===== config.mk =====
export PLATFORM = sky130hd
export DESIGN_NAME = uart_cmd_responder_flat
export DESIGN_NICKNAME = d
export VERILOG_FILES = /design/src/rtl/uart_cmd_responder_if.sv /design/src/rtl/uart_cmd_responder.sv /design/src/flat_wrapper.sv
export SDC_FILE = /design/constraint.sdc
export NUM_CORES = 1
export LEC_CHECK = 0
export ABC_CLOCK_PERIOD_IN_PS = 2300
export BUFFER_PORTS_ARGS = -buffer_cell sky130_fd_sc_hd__buf_2
export CAP_MARGIN = 20
export CORE_ASPECT_RATIO = 1.25
export CORE_UTILIZATION = 35
export CTS_BUF_LIST = sky130_fd_sc_hd__clkbuf_8
export CTS_CLUSTER_SIZE = 24
export DETAILED_ROUTE_END_ITERATION = 10
export GPL_TIMING_DRIVEN = 0
export PLACE_DENSITY = 0.54
export SKIP_LAST_GASP = 1
export SLEW_MARGIN = 15
export SYNTH_ARGS = -nofsm -noshare
export SYNTH_HDL_FRONTEND = slang
export SYNTH_SLANG_ARGS = --single-unit

===== constraint.sdc =====
create_clock -name clk -period 2.3 [get_ports clk]
set_clock_uncertainty 0.05 [all_clocks]
set_input_delay 0.23 -clock clk [delete_from_list [all_inputs] [get_ports clk]]
set_output_delay 0.23 -clock clk [all_outputs]
set_load 0.01 [all_outputs]

===== src/rtl/uart_cmd_responder_if.sv =====
// uart_cmd_responder_if: RX/TX FIFO, register bus and status signals of the command responder
interface uart_cmd_responder_if;
  logic        i_rx_fifo_empty;
  logic [39:0] i_rx_fifo_data;
  logic        o_rx_fifo_re;
  logic        i_tx_fifo_full;
  logic        o_tx_fifo_we;
  logic [39:0] o_tx_fifo_data;
  logic [15:0] o_reg_addr;
  logic [15:0] o_reg_wdata;
  logic        o_reg_we;
  logic        o_reg_re;
  logic [15:0] i_reg_rdata;
  logic        i_reg_rvalid;
  logic        o_busy;
  logic [7:0]  o_err_count;
  modport slave (
    input  i_rx_fifo_empty, i_rx_fifo_data, i_tx_fifo_full, i_reg_rdata, i_reg_rvalid,
    output o_rx_fifo_re, o_tx_fifo_we, o_tx_fifo_data, o_reg_addr, o_reg_wdata,
           o_reg_we, o_reg_re, o_busy, o_err_count
  );
  modport master (
    output i_rx_fifo_empty, i_rx_fifo_data, i_tx_fifo_full, i_reg_rdata, i_reg_rvalid,
    input  o_rx_fifo_re, o_tx_fifo_we, o_tx_fifo_data, o_reg_addr, o_reg_wdata,
           o_reg_we, o_reg_re, o_busy, o_err_count
  );
endinterface


===== src/rtl/uart_cmd_responder.sv =====
// uart_cmd_responder: decodes 40-bit RX frames into register writes/reads/pings and pushes responses
// Define UART_CMD_WRITE_ACK_EN to make every WRITE return an 8'h81 echo frame.
module uart_cmd_responder #(
  parameter int READ_TIMEOUT = 1000,
  parameter int CNT_W        = 10
) (
  input logic           clk,
  input logic           rst,
  uart_cmd_responder_if.slave bus
);
`ifdef UART_CMD_WRITE_ACK_EN
  localparam bit WR_ACK = 1'b1;
`else
  localparam bit WR_ACK = 1'b0;
`endif
  localparam logic [7:0] OP_WR = 8'h01, OP_RD = 8'h02, OP_PING = 8'h03;
  typedef enum logic [2:0] {S_IDLE, S_POP, S_DECODE, S_READ_WAIT, S_RESP} state_t;
  state_t           r_state, w_next;
  logic [39:0]      r_frame, r_tx_data, w_resp;
  logic [15:0]      r_addr, r_wdata;
  logic [CNT_W-1:0] r_cnt;
  logic [7:0]       r_err;
  logic             r_tx_we;
  logic             w_rx_re, w_reg_we, w_reg_re, w_tx_push, w_err_inc, w_load;
  logic [7:0]       w_op, w_rx_op;
  logic             w_is_wr, w_is_rd, w_is_ping, w_timeout;
  assign w_op      = r_frame[39:32];
  assign w_rx_op   = bus.i_rx_fifo_data[39:32];
  assign w_is_wr   = w_op == OP_WR;
  assign w_is_rd   = w_op == OP_RD;
  assign w_is_ping = w_op == OP_PING;
  assign w_timeout = r_cnt == CNT_W'(READ_TIMEOUT - 1);
  always_ff @(posedge clk) begin
    if (rst) r_state <= S_IDLE;
    else     r_state <= w_next;
  end
  always_comb begin
    w_next = r_state;
    case (r_state)
      S_IDLE:      w_next = bus.i_rx_fifo_empty ? S_IDLE : S_POP;
      S_POP:       w_next = S_DECODE;
      S_DECODE:    w_next = w_is_rd ? S_READ_WAIT : (w_is_wr && !WR_ACK) ? S_IDLE : S_RESP;
      S_READ_WAIT: w_next = (bus.i_reg_rvalid || w_timeout) ? S_RESP : S_READ_WAIT;
      S_RESP:      w_next = bus.i_tx_fifo_full ? S_RESP : S_IDLE;
      default:     w_next = S_IDLE;
    endcase
  end
  // Response frame is captured on the transition into RESP so it stays stable while stalled
  always_comb begin
    w_rx_re   = r_state == S_IDLE && !bus.i_rx_fifo_empty;
    w_reg_we  = r_state == S_DECODE && w_is_wr;
    w_reg_re  = r_state == S_DECODE && w_is_rd;
    w_tx_push = r_state == S_RESP && !bus.i_tx_fifo_full;
    w_err_inc = (r_state == S_DECODE && !w_is_wr && !w_is_rd && !w_is_ping) ||
                (r_state == S_READ_WAIT && !bus.i_reg_rvalid && w_timeout);
    w_load    = w_next == S_RESP && r_state != S_RESP;
    w_resp    = r_state == S_READ_WAIT ?
                  (bus.i_reg_rvalid ? {8'h82, r_frame[31:16], bus.i_reg_rdata}
                                    : {8'hE2, r_frame[31:16], 16'hDEAD}) :
                w_is_wr   ? {8'h81, r_frame[31:0]} :
                w_is_ping ? {8'h83, r_frame[31:0]} :
                            {8'hEE, r_frame[31:16], 8'h00, w_op};
  end
  always_ff @(posedge clk) begin
    if (rst) begin
      r_frame   <= '0;
      r_addr    <= '0;
      r_wdata   <= '0;
      r_tx_data <= '0;
      r_tx_we   <= 1'b0;
      r_cnt     <= '0;
      r_err     <= '0;
    end else begin
      r_tx_we <= w_tx_push;
      r_cnt   <= r_state == S_READ_WAIT ? r_cnt + 1'b1 : '0;
      if (r_state == S_POP) begin
        r_frame <= bus.i_rx_fifo_data;
        if (w_rx_op == OP_WR || w_rx_op == OP_RD) r_addr <= bus.i_rx_fifo_data[31:16];
        if (w_rx_op == OP_WR) r_wdata <= bus.i_rx_fifo_data[15:0];
      end
      if (w_load) r_tx_data <= w_resp;
      if (w_err_inc && r_err != 8'hFF) r_err <= r_err + 1'b1;
    end
  end
  assign bus.o_rx_fifo_re   = w_rx_re;
  assign bus.o_tx_fifo_we   = r_tx_we;
  assign bus.o_tx_fifo_data = r_tx_data;
  assign bus.o_reg_addr     = r_addr;
  assign bus.o_reg_wdata    = r_wdata;
  assign bus.o_reg_we       = w_reg_we;
  assign bus.o_reg_re       = w_reg_re;
  assign bus.o_busy         = r_state != S_IDLE;
  assign bus.o_err_count    = r_err;
endmodule


===== src/flat_wrapper.sv =====
// flat-port wrapper written by rule: the top's interface ports become plain ports
module uart_cmd_responder_flat 
#(
  parameter int READ_TIMEOUT = 1000,
  parameter int CNT_W        = 10
)
  (clk, rst, bus_i_rx_fifo_empty, bus_i_rx_fifo_data, bus_i_tx_fifo_full, bus_i_reg_rdata, bus_i_reg_rvalid, bus_o_rx_fifo_re, bus_o_tx_fifo_we, bus_o_tx_fifo_data, bus_o_reg_addr, bus_o_reg_wdata, bus_o_reg_we, bus_o_reg_re, bus_o_busy, bus_o_err_count);
  uart_cmd_responder_if bus_i ();
  input logic clk;
  input logic rst;
  input wire logic [$bits(bus_i.i_rx_fifo_empty)-1:0] bus_i_rx_fifo_empty;
  input wire logic [$bits(bus_i.i_rx_fifo_data)-1:0] bus_i_rx_fifo_data;
  input wire logic [$bits(bus_i.i_tx_fifo_full)-1:0] bus_i_tx_fifo_full;
  input wire logic [$bits(bus_i.i_reg_rdata)-1:0] bus_i_reg_rdata;
  input wire logic [$bits(bus_i.i_reg_rvalid)-1:0] bus_i_reg_rvalid;
  output wire logic [$bits(bus_i.o_rx_fifo_re)-1:0] bus_o_rx_fifo_re;
  output wire logic [$bits(bus_i.o_tx_fifo_we)-1:0] bus_o_tx_fifo_we;
  output wire logic [$bits(bus_i.o_tx_fifo_data)-1:0] bus_o_tx_fifo_data;
  output wire logic [$bits(bus_i.o_reg_addr)-1:0] bus_o_reg_addr;
  output wire logic [$bits(bus_i.o_reg_wdata)-1:0] bus_o_reg_wdata;
  output wire logic [$bits(bus_i.o_reg_we)-1:0] bus_o_reg_we;
  output wire logic [$bits(bus_i.o_reg_re)-1:0] bus_o_reg_re;
  output wire logic [$bits(bus_i.o_busy)-1:0] bus_o_busy;
  output wire logic [$bits(bus_i.o_err_count)-1:0] bus_o_err_count;
  assign bus_i.i_rx_fifo_empty = bus_i_rx_fifo_empty;
  assign bus_i.i_rx_fifo_data = bus_i_rx_fifo_data;
  assign bus_i.i_tx_fifo_full = bus_i_tx_fifo_full;
  assign bus_i.i_reg_rdata = bus_i_reg_rdata;
  assign bus_i.i_reg_rvalid = bus_i_reg_rvalid;
  assign bus_o_rx_fifo_re = bus_i.o_rx_fifo_re;
  assign bus_o_tx_fifo_we = bus_i.o_tx_fifo_we;
  assign bus_o_tx_fifo_data = bus_i.o_tx_fifo_data;
  assign bus_o_reg_addr = bus_i.o_reg_addr;
  assign bus_o_reg_wdata = bus_i.o_reg_wdata;
  assign bus_o_reg_we = bus_i.o_reg_we;
  assign bus_o_reg_re = bus_i.o_reg_re;
  assign bus_o_busy = bus_i.o_busy;
  assign bus_o_err_count = bus_i.o_err_count;
  uart_cmd_responder #(.READ_TIMEOUT(READ_TIMEOUT), .CNT_W(CNT_W)) u_core (.clk(clk), .rst(rst), .bus(bus_i));
endmodule

# Yosys cells after proc, flatten, opt, wreduce, memory -nomap -nowiden
# Index checks and enable logic that the tools add are counted.
dict set report totals {
  out_inout_bits 85
  word_cells 59
  register_bits 134
  inputBits 61
}
dict set report op_classes {
  mux 10
  n_bitwise 1
  n_reduce_logical 25
  addsub 2
  eq_ne 13
}
# op count
set op_table {}
lappend op_table {{$mux 40} 2}
lappend op_table {{$mux 39} 2}
lappend op_table {{$eq 8x2->1 const B} 3}
lappend op_table {{$eq 8x1->1 const B} 2}
lappend op_table {{$pmux 3 s5} 1}
lappend op_table {{$mux 3} 4}
lappend op_table {{$logic_and 1x1->1} 11}
lappend op_table {{$add 10x1->10 const B} 1}
lappend op_table {{$eq 10x10->1 const B} 1}
lappend op_table {{$add 8x1->8 const B} 1}
lappend op_table {{$ne 8x8->1 const B} 1}
lappend op_table {{$eq 3x2->1 const B} 2}
lappend op_table {{$eq 3x3->1 const B} 2}
lappend op_table {{$logic_not 1->1} 6}
lappend op_table {{$reduce_and 2->1} 2}
lappend op_table {{$eq 3x1->1 const B} 1}
lappend op_table {{$logic_not 3->1} 1}
lappend op_table {{$logic_or 1x1->1} 3}
lappend op_table {{$ne 3x3->1 const B} 1}
lappend op_table {{$reduce_bool 3->1} 1}
lappend op_table {{$reduce_or 2->1} 1}
lappend op_table {{$mux 1} 1}
lappend op_table {{$not 1->1} 1}

# Depth between registers and ports, before layout
# Gate-level depths: netlist of the first run.
dict set report depth {
  depth_word 7
  ltp_mapped 9
  mapped_depth_nobuf 6
}

# Worst setup path after synthesis of the first run
# OpenSTA, ideal clock, no wires.
dict set report synth_timing {
  path_kind {register to register}
  from {reg u_core.r_cnt[3]}
  to {reg u_core.r_err[5] (netlist: u_core.bus.o_err_count[5])}
  t_arrival_ns 1.941
  path_buffers 0
  setup_time_ns 0.123
  synth_period_minus_slack_ns 2.115
  path_slack_ns 0.185
  stages_incl_launch_ff 6
  t_required_ns 2.127
  path_cell_list {dfxtp_1 or3b_1 or4_4 a21oi_1 and3_1 mux2_1}
}
dict set report synth_via {
  elab_chain_len 4
}
# element line
set synth_rtl {}
lappend synth_rtl {{from (decl)} uart_cmd_responder.sv:21} ;# logic [CNT_W-1:0] r_cnt;
lappend synth_rtl {{from (signal assigned)} uart_cmd_responder.sv:75} ;# r_cnt <= r_state == S_READ_WAIT ? r_cnt + 1'b1 : '0;
lappend synth_rtl {{$eq 10x10->1} uart_cmd_responder.sv:32} ;# assign w_timeout = r_cnt == CNT_W'(READ_TIMEOUT - 1);
lappend synth_rtl {{$logic_and 1x1->1} uart_cmd_responder.sv:55} ;# (r_state == S_READ_WAIT && !bus.i_reg_rvalid && w_timeout);
lappend synth_rtl {{$logic_or 1x1->1} uart_cmd_responder.sv:54} ;# w_err_inc = (r_state == S_DECODE && !w_is_wr && !w_is_rd && !w_is_ping) ||
lappend synth_rtl {{$logic_and 1x1->1} uart_cmd_responder.sv:82} ;# if (w_err_inc && r_err != 8'hFF) r_err <= r_err + 1'b1;
lappend synth_rtl {{to (signal assigned)} uart_cmd_responder.sv:82}
lappend synth_rtl {{to (decl)} uart_cmd_responder.sv:22} ;# logic [7:0] r_err;
# Every way passes these cells.
# A chain may end at the register's enable or synchronous reset.

# Final worst setup path of the first run
dict set report layout_timing {
  from {reg u_core.r_state[2]}
  to {reg u_core.r_tx_data[15] (netlist: u_core.bus.o_tx_fifo_data[15])}
}
dict set report layout_via {
  elab_chain_len 4
  elab_cells_between_ends 10
  classes_between {eq/ne (6); mux (2); reduce/logical (2)}
}
# element line
set layout_rtl {}
lappend layout_rtl {{from (decl)} uart_cmd_responder.sv:18} ;# state_t r_state, w_next;
lappend layout_rtl {{from (signal assigned)} uart_cmd_responder.sv:35} ;# else r_state <= w_next;
lappend layout_rtl {{$eq 3x3->1, or another cell as far along} uart_cmd_responder.sv:39} ;# case (r_state)
lappend layout_rtl {{$pmux 3 s5} uart_cmd_responder.sv:39}
lappend layout_rtl {{$eq 3x3->1} uart_cmd_responder.sv:56} ;# w_load = w_next == S_RESP && r_state != S_RESP;
lappend layout_rtl {{$logic_and 1x1->1} uart_cmd_responder.sv:56}
lappend layout_rtl {{to (signal assigned)} uart_cmd_responder.sv:81} ;# if (w_load) r_tx_data <= w_resp;
lappend layout_rtl {{to (decl)} uart_cmd_responder.sv:19} ;# logic [39:0] r_frame, r_tx_data, w_resp;
# Several ways; a longest one is shown, not always the timed one.

==> results of run 1 <==
-- registers in the layout (all words and copies together), names as in the netlist --
signal and cells:
u_core.r_frame 40, u_core.bus.o_tx_fifo_data 37, u_core.bus.o_reg_addr 16, u_core.bus.o_reg_wdata 16, u_core.r_cnt 10, u_core.bus.o_err_count 8, u_core.r_state 3, u_core.bus.o_tx_fifo_we 1
-- metal layers --
| layer | routed length (um) | part of all wire [%] | up-vias |
|---|---|---|---|
| li1 | - | - | 2437 |
| met1 | 6630 | 43 | 2314 |
| met2 | 7930 | 51 | 140 |
| met3 | 700 | 4.5 | 23 |
| met4 | 261 | 1.7 | 0 |
| met5 | 0 | 0 | - |
-- critical path, cell delays in order, from the launching register on --
cell,delay [ps]
dfxtp_1,320
clkbuf_2,170
or3b_4,420
a31oi_1,320
a21o_1,120
buf_2,210
buf_4,220
nor2_1,60
a311oi_1,230
-- metrics by stage --
step	setup slack, ps	hold WS, ps
final	84.3	21.4
after global routing	-52.9	1.76
after detailed placement	-103	385
after global placement	-36.8	380
after CTS	-33.2	0.856
after floorplan	185	256
-- area by class of cell --
type | instances | area [um^2]
Inverter | 3 | 11.3
Sequential cell | 131 | 2620
Tap cell | 178 | 223
Clock inverter | 14 | 191
Multi-Input combinational cell | 424 | 2360
Fill cell | 1429 | 7470
Timing Repair Buffer | 180 | 1090
Clock buffer | 18 | 248
Buffer | 43 | 200
-- kinds of logic (layout without fill, tap and decap cells) --
kind of cell | after synthesis | in the layout
AOI/OAI and AO/OA | 112 | 112
and+or+nand+nor | 260 | 260
xor gates and xnor gates | 13 | 13
buffers and inverters | 49 | 258
other | 1 | 1
DFF | 131 | 131
muxes | 36 | 36
adders and majority gates | 2 | 2
-- cells in the final DEF (no fill, tap or decap), types with 3 or more instances in the layout --
cell type	count
buf_2	150
dfxtp_1	130
nand2_1	129
a21oi_1	74
nor2_1	73
dlygate4sd3_1	36
mux2i_1	34
clkbuf_1	27
nand3_1	19
clkbuf_8	18
a311oi_1	9
o21ai_0	9
xnor2_1	8
buf_4	7
nand3b_1	6
xor2_1	5
inv_6	5
a211oi_1	4
or3_1	3
nor2b_1	3
nand4_1	3
and3_1	3
o41ai_1	3
bufinv_16	3
inv_8	3
-- power by group through the flow --
stage          clock network (mW)  registers [mW]  logic, mW
4_1_cts                      2.21            2.38      0.461
3_5_place_dp                    0            2.43      0.404
2_1_floorplan                   0            2.42      0.223
6_report                     2.17            2.38      0.459
5_1_grt                      2.32            2.39      0.504
3_3_place_gp                    0            2.43      0.398
-- final timing paths --
kind         slack (ps)                            end             startpoint  cells after the start
max                  80  u_core.bus.o_tx_fifo_data[15]      u_core.r_state[2]                      8
min                  20              u_core.r_frame[0]  bus_i_rx_fifo_data[0]                      3
max reg2reg          80  u_core.bus.o_tx_fifo_data[15]      u_core.r_state[2]                      8
min reg2reg         400                u_core.r_cnt[0]        u_core.r_cnt[0]                      1
-- repair_timing --
action | CTS | global route
hold buffers | 36 | 0
pin swaps | 2 | 1
resized for setup | 4 | 11
setup buffers | 2 | 0
setup endpoints to repair | 27 | 51
endpoints found under the hold margin | 54 | 0
==> reports/metrics.csv, run 1 <==
metric;value;unit
Slew Limit Fails;0;
Yosys reg bits;131;
fin crit share;96.3;%
area of the core;14400;um^2
Starting Density;35.8;%
RSZ-0062 raised after global routing;yes;
Hold WC Path Type;primary input to flip-flop;
Tmin final;2220;ps
placed inst area;6090;um^2
GR Util met1;23.3;%
GR Util met3;4.80;%
DR WL/cell;15.7;um
drt via density;4.96;
gpl congestion;0.811;
detailed placement HPWL;11600;um
pin count of the biggest net entering global routing;17;
P&R area growth vs syn;34.5;%
DRT antenna net count;0;
Detailed Routing Iterations Pass 1;5;
Mapped Cells;604;
Final Hold Violating Endpoints;0;
Total Power;5.00;mW
Internal Power;3.66;mW
Die Y;138;um
clk_lat worst skew;440;ps
Die Span X;111;um
Finished Cell Area;6940;um^2
vias in the first global route;4739;
Final Non-Filler Cells;991;
DIE AREA;15200;um^2
Worst Tran Pin Value;638;ps
Static Leak;3.08;nW
Slew HR;57.4;%
number of synthesized flops with an enable pin;0;
clock power share;43.3;%
Yosys cell types;49;
crit path kind;flip-flop to flip-flop;
Synth area leaders;dfxtp_1 (51%), nand2_1 (9.4%), a21oi_1 (7.4%);
dpl cells;924;
post-route setup TNS;0;ps
layout cells sized above 1;25.7;%
count leader, synth;dfxtp_1;
post-synth design cell area;5160;um^2
GR Util met2;37.5;%
top-area cell type share of the netlist area;50.8;%
register area share after synthesis;50.8;%
CTS clock-pin slew for the worst setup and hold paths;80;ps
Worst Path Max Fanout;10;
Post-Synth Adder-Cell Area;0.485;%
Mean Syn Cell Area;8.54;um^2
required time of the critical path;2600;ps
final core occ;48.2;%
Post-Syn Nets;667;
number of CTS-inserted buffers;17;
H-tree levels;4;
Max clock buf depth;2;
GRT Residual Overflow;0;
initial detailed-routing violation count;189;
maximum vdd drop;0.000309;V
status;completed;
initial antenna violation count;0;
Switching Fraction;26.8;%
via count;4914;
area leader, netlist;dfxtp_1;
Data arrival, critical path;2520;ps
# setup viols final;0;
site row count;49;
largest family of logic cells by synthesized area;simple AND/OR/NAND/NOR gates;
Synth Area in Compound Gates;12.9;%
Commonest cells post-synth;dfxtp_1 (131), nand2_1 (129), a21oi_1 (76);
max cap viols;0;
power share of the sequential group;47.5;%
Psw;1.34;mW
Post-Synth XOR/XNOR Area;2.21;%
Ys Warns;0;
Synth Area in Simple Gates;22.3;%
gr usage total;20.5;%
Ports;146;
TritonCTS clock tree;yes;
Synth async-reset ratio;0;%
Most used DFF post-synth;dfxtp_1;
Clock Sinks;131;
PortBufs;142;
CP startpoint kind;flip-flop;
GR peak layer;met2;
Crit. End Element;flip-flop;
clk root buf;clkbuf_8;
Logic pwr share;9.2;%
first-pass GRT wire length;23900;um
Final nets;863;
DRC Markers;0;
n_diodes;0;
fmax;451;MHz
PwrDens;721;nW/um^2
drt total wl;15500;um
proportion of synthesized area in mux cells;7.03;%
(Power assumes the default switching activity.)
==> inputs of run 2 (changes only) <==
--- a/config.mk
+++ b/config.mk
@@ -9,12 +9,13 @@
 export BUFFER_PORTS_ARGS = -buffer_cell sky130_fd_sc_hd__buf_2
 export CAP_MARGIN = 20
 export CORE_ASPECT_RATIO = 1.25
+export CORE_MARGIN = 3
 export CORE_UTILIZATION = 35
 export CTS_BUF_LIST = sky130_fd_sc_hd__clkbuf_8
 export CTS_CLUSTER_SIZE = 24
 export DETAILED_ROUTE_END_ITERATION = 10
 export GPL_TIMING_DRIVEN = 0
-export PLACE_DENSITY = 0.54
+export PLACE_DENSITY_LB_ADDON = 0.12
 export SKIP_LAST_GASP = 1
 export SLEW_MARGIN = 15
 export SYNTH_ARGS = -nofsm -noshare
==> reports/metrics.csv, run 2 (synthesized netlist as in run 1, its figures left out) <==
metric;value;unit;change
status;completed;;
dpl cells;924;;unchanged
Crit. End Element;flip-flop;;
Slew HR;55.3;%;-2.1 points
Hold Path Depth;3;;unchanged
# setup viols final;0;;unchanged
largest reg by FF count;u_core.r_frame;;
H-tree levels;4;;unchanged
initial detailed-routing violation count;307;;+62%
drt via density;4.95;;-0.15%
Final Non-Filler Cells;987;;-0.40%
Starting Density;35.8;%;unchanged
Slew Limit Fails;0;;unchanged
PwrDens;666;nW/um^2;-7.5%
Clock Sinks;131;;unchanged
P&R area growth vs syn;33.4;%;
Die Span X;115;um;+3.6%
DIE AREA;16200;um^2;+6.6%
leading cell type in the layout, fill and taps excluded;buf_2;;
Final Hold Violating Endpoints;0;;unchanged
fin crit share;95.8;%;-0.48 points
pre-CTS WS;-154;ps;-51.0 ps
max cap viols;0;;unchanged
Layout fillers;1434;;+0.35%
DRC Markers;0;;unchanged
CP startpoint kind;flip-flop;;
required time of the critical path;2610;ps;about the same
most frequent cells in the layout;buf_2 (149), dfxtp_1 (130), nand2_1 (129);;
layout cells sized above 1;25.3;%;-0.37 points
DR WL/cell;15.5;um;-0.91%
fmax;454;MHz;+0.51%
Final nets;861;;-0.23%
vias in the first global route;4774;;+0.74%
Largest register FFs;40;;unchanged
Detailed Routing Iterations Pass 1;4;;-1
detailed placement HPWL;11500;um;-1.1%
GRT Residual Overflow;0;;unchanged
initial antenna violation count;0;;unchanged
CTS clock-pin slew for the worst setup and hold paths;70;ps;about the same
Hold WC Path Type;primary input to flip-flop;;
pin count of the biggest net entering global routing;17;;unchanged
Die Y;142;um;+2.9%
Worst Path Max Fanout;10;;unchanged
Ports;146;;unchanged
area of the core;14400;um^2;unchanged
drt total wl;15300;um;-1.3%
TritonCTS clock tree;yes;;
Worst Tran Pin Value;669;ps;+30.1 ps
gr usage total;19.4;%;-1.1 points
Max clock buf depth;2;;unchanged
worst r2r path cells;7;;-1
Static Leak;3.07;nW;-0.31%
Data arrival, critical path;2510;ps;about the same
clk root buf;clkbuf_8;;
crit path kind;flip-flop to flip-flop;;
n_diodes;0;;unchanged
number of CTS-inserted buffers;17;;unchanged
Tmin final;2200;ps;-11.2 ps
via count;4887;;-0.55%
DRT antenna net count;0;;unchanged
gpl congestion;0.791;;-2.5%
PortBufs;142;;unchanged
clk_lat worst skew;430;ps;about the same
post-route setup slack;95.5;ps;+11.2 ps
maximum vdd drop;0.000268;V;-13%
first-pass GRT wire length;24700;um;+3.2%
site row count;49;;unchanged
-- run 2: through the flow --
stage	utilization, %	power, mW	cell area, um^2	hold WS (ps)	TNS (ps)
after floorplan	-	2.64	5160	256	0
after global placement	42.3	2.82	6090	365	-2970
after detailed placement	42.3	2.83	6090	361	-3160
after CTS	47.2	4.62	6800	0.328	-0.0790
after global routing	47.8	4.80	6880	3.88	-1.06
final	47.8	4.59	6880	17.2	0
-- run 2: routing by layer --
metal  wire length [um]  share of wire (%)  track usage (%)  vias to the layer above
li1                   -                  -                -                     2434
met1               6720                 44             23.8                     2307
met5                  0                  0                0                        -
met4                208                1.4             5.50                        0
met3                787                5.1             5.08                       16
met2               7600                 50             33.2                      130
-- run 2: final timing paths --
check,startpoint,slack (ps),endpoint
worst max-delay path,u_core.r_cnt[3],100,u_core.bus.o_tx_fifo_data[6]
worst min-delay path,bus_i_rx_fifo_data[30],20,u_core.bus.o_reg_addr[14]
worst max register to register,u_core.r_cnt[3],100,u_core.bus.o_tx_fifo_data[6]
worst min register to register,u_core.r_cnt[0],400,u_core.r_cnt[0]
-- run 2: critical path, stage by stage (launching register included) --
cell     delay (ps)
dfxtp_1         360
or3b_1          440
o31ai_4         330
a21o_1          160
buf_2           230
buf_2           310
nand2_1         100
a21oi_1         160
-- run 2: repair_timing --
item / in CTS / in global routing
gates resized for setup: 8 / 16
hold endpoints to repair: 52 / 1
hold buffers: 33 / 1
pin swaps: 2 / 3
setup endpoints to repair: 42 / 46
buffers inserted: 1 / 3
-- run 2: power by group --
group / switching (mW) / leakage, nW / internal (mW)
Combinational: 0.272 / 1.82 / 0.197
Sequential: 0.0428 / 1.06 / 2.33
Clock: 0.841 / 0.196 / 0.903
Total: 1.16 / 3.07 / 3.43
-- run 2: final cells by class --
class / instances / area [um^2] / area share (%)
plain buffers: 41 / 191 / 2.78
flip-flops and latches: 131 / 2620 / 38.1
repair buffers: 180 / 1080 / 15.7
multi-input cells: 424 / 2410 / 35.0
well taps: 178 / 223 / 3.24
clock inverters: 10 / 71.3 / 1.04
inverters: 3 / 11.3 / 0.164
clock buffers: 20 / 275 / 4.00
